<file path="src/rtl/mac_accum_pkg.sv">
// Shared types and default widths for the MAC accumulate sequencer.
package mac_accum_pkg;
  localparam int DATA_WIDTH_DEF = 24;
  localparam int VEC_LENGTH_DEF = 4;
  localparam int ACC_WIDTH_DEF  = 32;
  localparam int BEAT_W_DEF     = 8;
  localparam int PIPE_STAGES    = 2;

  typedef enum logic [1:0] {IDLE, RUN, DRAIN, DONE} state_t;

  typedef logic [VEC_LENGTH_DEF-1:0][DATA_WIDTH_DEF-1:0] lane_vec_t;
endpackage

</file>
<file path="src/rtl/mac_accum_sequencer_if.sv">
// Command, beat, datapath and result signals of the sequencer; slave = sequencer side.
interface mac_accum_sequencer_if #(
  parameter int DATA_WIDTH = mac_accum_pkg::DATA_WIDTH_DEF,
  parameter int VEC_LENGTH = mac_accum_pkg::VEC_LENGTH_DEF,
  parameter int ACC_WIDTH  = mac_accum_pkg::ACC_WIDTH_DEF,
  parameter int BEAT_W     = mac_accum_pkg::BEAT_W_DEF
);
  logic                                   cmd_valid;
  logic                                   cmd_ready;
  logic [2:0]                             cmd_sel;
  logic [BEAT_W-1:0]                      cmd_beats;
  logic                                   cmd_shift;
  logic                                   in_valid;
  logic                                   in_ready;
  logic [VEC_LENGTH-1:0][DATA_WIDTH-1:0]  in_data;
  logic                                   dp_en;
  logic [VEC_LENGTH-1:0][DATA_WIDTH-1:0]  dp_in;
  logic [2:0]                             dp_sel;
  logic signed [DATA_WIDTH+1:0]           dp_out;
  logic                                   res_valid;
  logic                                   res_ready;
  logic [ACC_WIDTH-1:0]                   res_data;

  modport slave (
    input  cmd_valid, cmd_sel, cmd_beats, cmd_shift, in_valid, in_data, dp_out, res_ready,
    output cmd_ready, in_ready, dp_en, dp_in, dp_sel, res_valid, res_data
  );

  modport master (
    output cmd_valid, cmd_sel, cmd_beats, cmd_shift, in_valid, in_data, dp_out, res_ready,
    input  cmd_ready, in_ready, dp_en, dp_in, dp_sel, res_valid, res_data
  );
endinterface

</file>
<file path="src/rtl/mac_valid_pipe.sv">
// Valid-bit delay line tracking beats through the external datapath.
module mac_valid_pipe #(
  parameter int STAGES = 2
) (
  input  logic              clk,
  input  logic              reset,
  input  logic              beat,
  output logic [STAGES:1]   vld_pipe
);
  always_ff @(posedge clk) begin
    if (reset) begin
      vld_pipe <= '0;
    end else begin
      for (int i = STAGES; i > 1; i--) vld_pipe[i] <= vld_pipe[i-1];
      vld_pipe[1] <= beat;
    end
  end
endmodule

</file>
<file path="src/rtl/mac_accum_sequencer.sv">
// Job sequencer: feeds beats to an external 2-cycle datapath and accumulates its results.
module mac_accum_sequencer
  import mac_accum_pkg::*;
#(
  parameter int DATA_WIDTH = DATA_WIDTH_DEF,
  parameter int VEC_LENGTH = VEC_LENGTH_DEF,
  parameter int ACC_WIDTH  = ACC_WIDTH_DEF,
  parameter int BEAT_W     = BEAT_W_DEF
) (
  input  logic                  clk,
  input  logic                  reset,
  mac_accum_sequencer_if.slave  bus
);
  state_t                state;
  logic [2:0]            cfg_sel;
  logic [BEAT_W-1:0]     cfg_beats;
  logic                  cfg_shift;
  logic [BEAT_W-1:0]     beat_cnt;
  logic [ACC_WIDTH-1:0]  acc;
  logic [PIPE_STAGES:1]  vld_pipe;

  logic                  accept;
  logic                  consume;
  logic                  last_consume;
  logic [ACC_WIDTH-1:0]  dout_ext;
  logic [ACC_WIDTH-1:0]  acc_next;

  assign accept       = bus.in_valid && bus.in_ready;
  assign consume      = vld_pipe[PIPE_STAGES];
  // In DRAIN nothing new enters, so the last beat is the one with an empty stage behind it.
  assign last_consume = (state == DRAIN) && consume && !vld_pipe[1];
  assign dout_ext     = {{(ACC_WIDTH-DATA_WIDTH-2){bus.dp_out[DATA_WIDTH+1]}}, bus.dp_out};
  assign acc_next     = (cfg_shift ? {acc[ACC_WIDTH-2:0], 1'b0} : acc) + dout_ext;

  mac_valid_pipe #(.STAGES(PIPE_STAGES)) u_vld_pipe (
    .clk      (clk),
    .reset    (reset),
    .beat     (accept),
    .vld_pipe (vld_pipe)
  );

  always_ff @(posedge clk) begin
    if (reset) begin
      state     <= IDLE;
      cfg_sel   <= '0;
      cfg_beats <= '0;
      cfg_shift <= 1'b0;
      beat_cnt  <= '0;
      acc       <= '0;
    end else begin
      case (state)
        IDLE: if (bus.cmd_valid) begin
          cfg_sel   <= bus.cmd_sel;
          cfg_beats <= bus.cmd_beats;
          cfg_shift <= bus.cmd_shift;
          beat_cnt  <= '0;
          acc       <= '0;
          state     <= RUN;
        end
        RUN: begin
          if (accept) begin
            beat_cnt <= beat_cnt + 1'b1;
            if (beat_cnt == cfg_beats) state <= DRAIN;
          end
          if (consume) acc <= acc_next;
        end
        DRAIN: begin
          if (consume) acc <= acc_next;
          if (last_consume) state <= DONE;
        end
        DONE: if (bus.res_ready) state <= IDLE;
        default: state <= IDLE;
      endcase
    end
  end

  // Handshake decodes are also forced low while reset is held.
  assign bus.cmd_ready = !reset && (state == IDLE);
  assign bus.in_ready  = !reset && (state == RUN);
  assign bus.dp_en     = !reset && ((state == RUN) || (state == DRAIN));
  assign bus.res_valid = !reset && (state == DONE);
  assign bus.dp_in     = accept ? bus.in_data : '0;
  assign bus.dp_sel    = cfg_sel;
  assign bus.res_data  = acc;
endmodule

</file>
<file path="src/flat_wrapper.sv">
// flat-port wrapper written by rule: the top's interface ports become plain ports
module mac_accum_sequencer_flat import mac_accum_pkg::*;
#(
  parameter int DATA_WIDTH = DATA_WIDTH_DEF,
  parameter int VEC_LENGTH = VEC_LENGTH_DEF,
  parameter int ACC_WIDTH  = ACC_WIDTH_DEF,
  parameter int BEAT_W     = BEAT_W_DEF
)
  (clk, reset, bus_cmd_valid, bus_cmd_sel, bus_cmd_beats, bus_cmd_shift, bus_in_valid, bus_in_data, bus_dp_out, bus_res_ready, bus_cmd_ready, bus_in_ready, bus_dp_en, bus_dp_in, bus_dp_sel, bus_res_valid, bus_res_data);
  mac_accum_sequencer_if #(.DATA_WIDTH(DATA_WIDTH), .VEC_LENGTH(VEC_LENGTH), .ACC_WIDTH(ACC_WIDTH), .BEAT_W(BEAT_W)) bus_i ();
  input  logic clk;
  input  logic reset;
  input wire logic [$bits(bus_i.cmd_valid)-1:0] bus_cmd_valid;
  input wire logic [$bits(bus_i.cmd_sel)-1:0] bus_cmd_sel;
  input wire logic [$bits(bus_i.cmd_beats)-1:0] bus_cmd_beats;
  input wire logic [$bits(bus_i.cmd_shift)-1:0] bus_cmd_shift;
  input wire logic [$bits(bus_i.in_valid)-1:0] bus_in_valid;
  input wire logic [$bits(bus_i.in_data)-1:0] bus_in_data;
  input wire logic [$bits(bus_i.dp_out)-1:0] bus_dp_out;
  input wire logic [$bits(bus_i.res_ready)-1:0] bus_res_ready;
  output wire logic [$bits(bus_i.cmd_ready)-1:0] bus_cmd_ready;
  output wire logic [$bits(bus_i.in_ready)-1:0] bus_in_ready;
  output wire logic [$bits(bus_i.dp_en)-1:0] bus_dp_en;
  output wire logic [$bits(bus_i.dp_in)-1:0] bus_dp_in;
  output wire logic [$bits(bus_i.dp_sel)-1:0] bus_dp_sel;
  output wire logic [$bits(bus_i.res_valid)-1:0] bus_res_valid;
  output wire logic [$bits(bus_i.res_data)-1:0] bus_res_data;
  assign bus_i.cmd_valid = bus_cmd_valid;
  assign bus_i.cmd_sel = bus_cmd_sel;
  assign bus_i.cmd_beats = bus_cmd_beats;
  assign bus_i.cmd_shift = bus_cmd_shift;
  assign bus_i.in_valid = bus_in_valid;
  assign bus_i.in_data = bus_in_data;
  assign bus_i.dp_out = bus_dp_out;
  assign bus_i.res_ready = bus_res_ready;
  assign bus_cmd_ready = bus_i.cmd_ready;
  assign bus_in_ready = bus_i.in_ready;
  assign bus_dp_en = bus_i.dp_en;
  assign bus_dp_in = bus_i.dp_in;
  assign bus_dp_sel = bus_i.dp_sel;
  assign bus_res_valid = bus_i.res_valid;
  assign bus_res_data = bus_i.res_data;
  mac_accum_sequencer #(.DATA_WIDTH(DATA_WIDTH), .VEC_LENGTH(VEC_LENGTH), .ACC_WIDTH(ACC_WIDTH), .BEAT_W(BEAT_W)) u_core (.clk(clk), .reset(reset), .bus(bus_i));
endmodule
</file>
<file path="config.mk">
export PLATFORM = sky130hd
export DESIGN_NAME = mac_accum_sequencer_flat
export DESIGN_NICKNAME = d
export VERILOG_FILES = /design/src/rtl/mac_accum_pkg.sv /design/src/rtl/mac_accum_sequencer_if.sv /design/src/rtl/mac_valid_pipe.sv /design/src/rtl/mac_accum_sequencer.sv /design/src/flat_wrapper.sv
export SDC_FILE = /design/constraint.sdc
export NUM_CORES = 1
export LEC_CHECK = 0
export CORE_AREA = 2 2 129 118
export DETAILED_ROUTE_END_ITERATION = 6
export DIE_AREA = 0 0 131 120
export GPL_ROUTABILITY_DRIVEN = 0
export PLACE_DENSITY = 0.78
export SETUP_SLACK_MARGIN = 0.1
export SKIP_CTS_REPAIR_TIMING = 1
export SYNTH_ARGS = -nofsm -noshare
export SYNTH_HDL_FRONTEND = slang
export SYNTH_SLANG_ARGS = --single-unit
</file>
<file path="constraint.sdc">
create_clock -name clk -period 3.75 [get_ports clk]
set_input_delay 0.75 -clock clk [delete_from_list [all_inputs] [get_ports clk]]
set_output_delay 0.75 -clock clk [all_outputs]
set_load 0.01 [all_outputs]
</file>
# Word level (Yosys, flattened, before mapping)
# Cells that the tools add are included.
word_totals:
  word_cells: 51
  inputBits: 139
  ff_bits: 56
  out_inout_bits: 135
op_classes:
  n_eq_ne: 10
  mux: 14
  reduce_logical: 18
  n_addsub: 2
op_table:
  columns: ["op", "n"]
  rows:
  - ["$mux W32", 3]
  - ["$mux W96", 1]
  - ["$pmux W32 S2", 1]
  - ["$add A32 B32 Y32", 1]
  - ["$mux W8", 2]
  - ["$pmux W8 S2", 1]
  - ["$mux W2", 5]
  - ["$add A8 B1 Y8 const B", 1]
  - ["$eq A8 B8 Y1", 1]
  - ["$ne A2 B1 Y1 const B", 4]
  - ["$pmux W2 S4", 1]
  - ["$logic_and A1 B1 Y1", 7]
  - ["$reduce_and A3 Y1", 2]
  - ["$reduce_and A5 Y1", 1]
  - ["$eq A2 B2 Y1 const B", 2]
  - ["$ne A2 B2 Y1 const B", 2]
  - ["$reduce_bool A2 Y1", 2]
  - ["$eq A2 B1 Y1 const B", 1]
  - ["$logic_not A1 Y1", 2]
  - ["$logic_not A2 Y1", 1]
  - ["$reduce_and A2 Y1", 1]
  - ["$reduce_or A2 Y1", 1]
  - ["$logic_or A1 B1 Y1", 1]

# Logic depth before layout (Yosys ltp)
depth:
  ltp_word: 5
  mapped_depth: 14
  mapped_depth_nobuf: 12

# Modules after synthesis
# Synthesis repeated with hierarchy kept, for this count alone.
unflattened:
  cells_unflattened: 635
  area_unflattened_um2: 4895.9
by_module_without_submodules:
  columns: ["module", "cells_per_inst", "area_each_um2", "n_inst", "seq_area_each_um2"]
  rows:
  - ["mac_accum_sequencer", 631, 4843.4, 1, 1081.0]
  - ["mac_valid_pipe", 4, 52.6, 1, 40.0]

# Worst setup path before layout
# No wires, ideal clock.
synth_path:
  path_type: "reg2reg"
  from: "register u_core.cfg_shift"
  to: "register u_core.acc[30], in the netlist u_core.bus.res_data[30]"
  t_required_ns: 3.625
  path_stages_with_launch: 13
  setup_time_ns: 0.125
  synth_period_minus_slack_ns: 3.282
  slack_ns: 0.468
  arrival_time_ns: 3.157
  n_path_buf: 2
  path_cell_list: "dfxtp_1 -> clkbuf_1 -> clkbuf_1 -> mux2_2 -> ha_1 -> a21oi_4 -> a2111oi_1 -> or3b_1 -> a31o_1 -> a41o_1 -> a221oi_2 -> xor2_1 -> o21ai_1"
synth_between:
  elab_chain_len: 4
synth_lines:
  columns: ["element", "line", "text"]
  rows:
  - ["start, declared", "mac_accum_sequencer.sv:17", "logic cfg_shift;"]
  - ["start signal, assigned", "mac_accum_sequencer.sv:55", "cfg_shift <= bus.cmd_shift;"]
  - ["$mux W32", "mac_accum_sequencer.sv:33", "assign acc_next = (cfg_shift ? {acc[ACC_WIDTH-2:0], 1'b0} : acc) + dout_ext;"]
  - ["$add A32 B32 Y32", "mac_accum_sequencer.sv:33", null]
  - ["$mux W32", "mac_accum_sequencer.sv:65, mac_accum_sequencer.sv:68", null]
  - ["$pmux W32 S2", "mac_accum_sequencer.sv:51", "case (state)"]
  - ["end signal, assigned", "mac_accum_sequencer.sv:65", "if (consume) acc <= acc_next;"]
  - ["end signal, assigned", "mac_accum_sequencer.sv:68", "if (consume) acc <= acc_next;"]
  - ["end, declared", "mac_accum_sequencer.sv:19", "logic [ACC_WIDTH-1:0] acc;"]
# Every way passes these cells. The select of a mux whose other input is x is not followed.
# A chain may end at the register's enable or synchronous reset.

# Worst setup path in the final report
layout_path:
  from: "input bus_dp_out[0]"
  to: "register u_core.acc[28], in the netlist u_core.bus.res_data[28]"
layout_between:
  elab_chain_len: 3
layout_lines:
  columns: ["element", "line", "text"]
  rows:
  - ["start, declared", "flat_wrapper.sv:19", "input wire logic [$bits(bus_i.dp_out)-1:0] bus_dp_out;"]
  - ["$add A32 B32 Y32", "mac_accum_sequencer.sv:33", null]
  - ["$mux W32", "mac_accum_sequencer.sv:65, mac_accum_sequencer.sv:68", null]
  - ["$pmux W32 S2", "mac_accum_sequencer.sv:51", null]
# Every way passes these cells. The select of a mux whose other input is x is not followed.

==> metrics.md <==
| Metric | Value |
|---|---|
| CP Data Arrival Time | `~3600 ps` |
| Initial core utilization | `between 30 and 40%` |
| Cells after synthesis | `approximately 650` |
| RR Endpoint | `u_core.bus.res_data[23]` |
| Clk_skew | `about 6.1 ps` |
| First-pass GRT wire length | `27,700 µm` |
| Largest net degree at the start of global routing | `between 90 and 100` |
| Fillers | `1,389` |
| Worst hold margin | `463 ps` |
| Ports | `roughly 270` |
| Die W | `131 µm` |
| Post-DRT Antenna Nets | `0` |
| Max rail drop VDD | `roughly 0.3 mV` |
| First DRT Iteration DRCs | `409` |
| WS Path Type | `primary input to flip-flop` |
| FMAX | `roughly 300 MHz` |
| Core box area | `about 14,000 µm²` |
| Clock Latency Late Sink | `about 300 ps` |
| Multi-input logic area | `approximately 3600 µm²` |
| Vias | `between 5,000 and 6,000` |
| Fin nets | `around 1,100` |
| Worst reg-to-reg setup slack | `480 ps` |
| Xor/xnor share of the synthesized area | `under 10%` |
| Max cap viols | `0` |
| Dpl ws | `202 ps` |
| Layout cells sized above 1 | `5.83%` |
| Sequential share of the synthesized area | `roughly 23%` |
| Minimum clock period | `~3300 ps` |
| Main synth FF type | `dfxtp_1` |
| Worst R2R Start | `u_core.cfg_shift` |
| Largest family of logic cells by synthesized area | `simple AND/OR/NAND/NOR gates` |
| Multiplexer area fraction after synthesis | `approximately 8.3%` |
| Synth unique cells | `57` |
| Die area | `between 15,000 and 20,000 µm²` |
| Synth Area in Simple Gates | `between 20 and 30%` |
| Leak | `3.51 nW` |
| Synth warnings | `0` |
| Hold Crit Class | `flip-flop to flip-flop` |
| Mapped Nets | `about 830` |
| All-Layer GR Usage | `22.4%` |
| GRT overflow | `0` |
| TritonCTS clock tree | `yes` |
| Critical path origin | `bus_dp_out[0]` |
| Overall Power | `about 2.3 mW` |
| # rows | `42` |
| Number of synthesized flops with an enable pin | `0` |
| PortBufs | `273` |
| Reg area | `around 1100 µm²` |
| Detail Placement HPWL | `between 15,000 and 20,000 µm` |
| Worst setup EP type | `flip-flop` |
| Clk root buf | `clkbuf_16` |
| Worst Setup EP | `u_core.bus.res_data[28]` |
| Final Hold Fails | `0` |
| Cell Area, Synth | `slightly below 5000 µm²` |
| Setup Total Neg Slack | `0 ps` |
| Asr flop ratio synth | `0%` |
| Synth Area in Compound Gates | `18.8%` |
| Vias in the first global route | `5,043` |
| Status | `finished clean` |
| RSZ-0062 raised after global routing | `false` |
| Crit path max fanout | `3` |
| Antenna violations before repair | `3` |
| Drt via density | `between 5 and 6` |
| Total clock buffers created by CTS | `5` |
| Final Cycle Share | `88.1%` |
| Critical path data required time | `about 4000 ps` |
| DRC errors left | `0` |
| #FFs+latches synth | `56` |
| Clock Path Buffers | `2` |
| Worst slew pin tran | `slightly below 1000 ps` |
| Final WL | `roughly 18,000 µm` |
| Worst Slack Setup Final | `446 ps` |
| Utilization after layout | `about 55%` |
| Area growth syn-to-layout | `62.0%` |
| Reg clk slew, reported paths | `about 70 ps` |
| Pwr/cell area | `286 nW/µm²` |
| Endpoints failing setup | `0` |
| # clock sinks | `56` |
| Post-synthesis average cell area | `7.59 µm²` |
| Adder-cell area share of the yosys netlist | `under 10%` |
| Reg2reg path depth | `11` |
| Die Height | `between 100 and 150 µm` |
| Relative slew slack | `~36%` |
| CTS H-tree lvls | `2` |
| Critical path startpoint category | `primary input` |
| Routed length per instance | `approximately 17 µm` |
| TritonRoute pass-1 iters | `7` |
| Max-slew violations | `0` |
## worst min path at each step
stage | from | endpoint | slack [ps] | cells after the start
after CTS | u_core.bus.dp_sel[0] | u_core.bus.dp_sel[0] | 460 | 2
after global routing | u_core.u_vld_pipe.vld_pipe[1] | u_core.u_vld_pipe.vld_pipe[2] | 480 | 1
after global placement | u_core.bus.dp_sel[2] | u_core.bus.dp_sel[2] | 450 | 2
after detailed placement | u_core.bus.dp_sel[0] | u_core.bus.dp_sel[0] | 450 | 2
final | u_core.bus.dp_sel[2] | u_core.bus.dp_sel[2] | 460 | 2
after floorplan | u_core.u_vld_pipe.vld_pipe[1] | u_core.u_vld_pipe.vld_pipe[2] | 430 | 1
## sequential cells by signal, indices dropped and copies added, names as in the netlist
name	count
u_core.beat_cnt	8
u_core.cfg_beats	8
u_core.u_vld_pipe.vld_pipe	2
u_core.bus.res_data	32
u_core.state	2
u_core.bus.dp_sel	3
u_core.cfg_shift	1
## critical path: stages
cell             delay [ps]
clkdlybuf4s50_1         520
ha_1                    190
inv_1                    60
fa_1                    400
nor2b_1                 170
o31ai_1                 110
a21oi_1                 270
o31ai_1                 140
nor4_1                  310
nor3_1                  130
or4_1                   400
nand3_1                  90
## cell usage in the layout, fill, tap and decap left out, types with 3 or more instances in the layout
master / count
nor3_1: 6
mux2_2: 30
a31oi_1: 3
buf_12: 3
clkbuf_16: 5
xnor2_1: 17
o31ai_1: 4
nand3_1: 15
nor2_1: 40
mux2i_1: 7
a21o_1: 11
and3_1: 100
xor2_1: 21
inv_1: 16
o41ai_1: 3
nand4_1: 10
o21ai_0: 32
and2_1: 4
a22oi_1: 8
o21a_1: 7
nor2b_1: 10
nand2_1: 72
o21bai_1: 4
dfxtp_1: 56
a21oi_1: 46
ha_1: 36
buf_4: 5
clkdlybuf4s50_1: 272
nand2b_1: 4
## stage by stage
stage / area (µm²) / cells
final: 7980 / 1092
after global routing: 7980 / 1091
after CTS: 7980 / 1090
after detailed placement: 7830 / 1082
after global placement: 7830 / 1082
after floorplan: 4920 / 649
## layer usage
layer,vias to the layer above,global-route usage [%],part of all wire (%)
met4,2,5.45,1.7
met2,209,36.1,47
met5,-,0,0.087
met1,2600,29.2,43
li1,2820,-,-
met3,29,7.00,8.5
## power breakdown
group	switching [mW]	internal, mW	total (mW)	leakage, nW
logic	0.581	0.539	1.12	2.99
registers	0.0391	0.640	0.679	0.453
clock network	0.217	0.267	0.484	0.0712
## cell usage after synthesis (2+ instances only)
| library cell | instances | area share [%] |
|---|---|---|
| and2_1 | 4 | 0.51 |
| or3b_1 | 2 | 0.36 |
| a21oi_1 | 46 | 4.7 |
| o31ai_1 | 4 | 0.61 |
| nor2_1 | 40 | 3.0 |
| a221o_1 | 2 | 0.41 |
| nor3_1 | 6 | 0.61 |
| o21bai_1 | 4 | 0.61 |
| and3_1 | 100 | 13 |
| a221oi_1 | 2 | 0.36 |
| inv_1 | 16 | 1.2 |
| nand3_1 | 15 | 1.5 |
| a22oi_1 | 8 | 1.2 |
| nand2_1 | 72 | 5.5 |
| a41o_1 | 2 | 0.41 |
| a21o_1 | 11 | 1.7 |
| o211a_1 | 2 | 0.41 |
| dfxtp_1 | 56 | 23 |
| a21oi_2 | 2 | 0.36 |
| xor2_1 | 21 | 3.7 |
| mux2_2 | 30 | 6.9 |
| mux2i_1 | 7 | 1.4 |
| o21ai_1 | 2 | 0.20 |
| o21a_1 | 7 | 1.1 |
| ha_1 | 36 | 9.1 |
| xnor2_1 | 17 | 3.0 |
| clkbuf_1 | 45 | 3.4 |
| or3_1 | 2 | 0.25 |
| a31oi_1 | 3 | 0.38 |
| nand2b_1 | 4 | 0.51 |
| and4_1 | 2 | 0.36 |
| nand4_1 | 10 | 1.3 |
| nor4_1 | 2 | 0.25 |
| or4_1 | 2 | 0.30 |
| nor2b_1 | 10 | 1.3 |
| o21ai_0 | 32 | 3.3 |
| o41ai_1 | 3 | 0.53 |
## layout make-up
type	instances	share of cell area, %
diodes	2	0.0627
inverters	16	0.753
clock buffers	8	1.83
repair buffers	281	35.4
multi-input cells	531	44.8
flip-flops and latches	56	14.0
well taps	198	3.10
## cells by family (layout without fill, tap and decap cells)
family | after synthesis | count (layout)
flip-flops | 56 | 56
multiplexers | 37 | 37
AO/OA/AOI/OAI | 144 | 144
adder cells (fa/ha/maj) | 37 | 37
buffers and inverters | 62 | 305
other | 0 | 2
AND/OR/NAND/NOR | 275 | 275
XOR/XNOR | 38 | 38
Note: power is estimated with default switching activity, not from simulation.
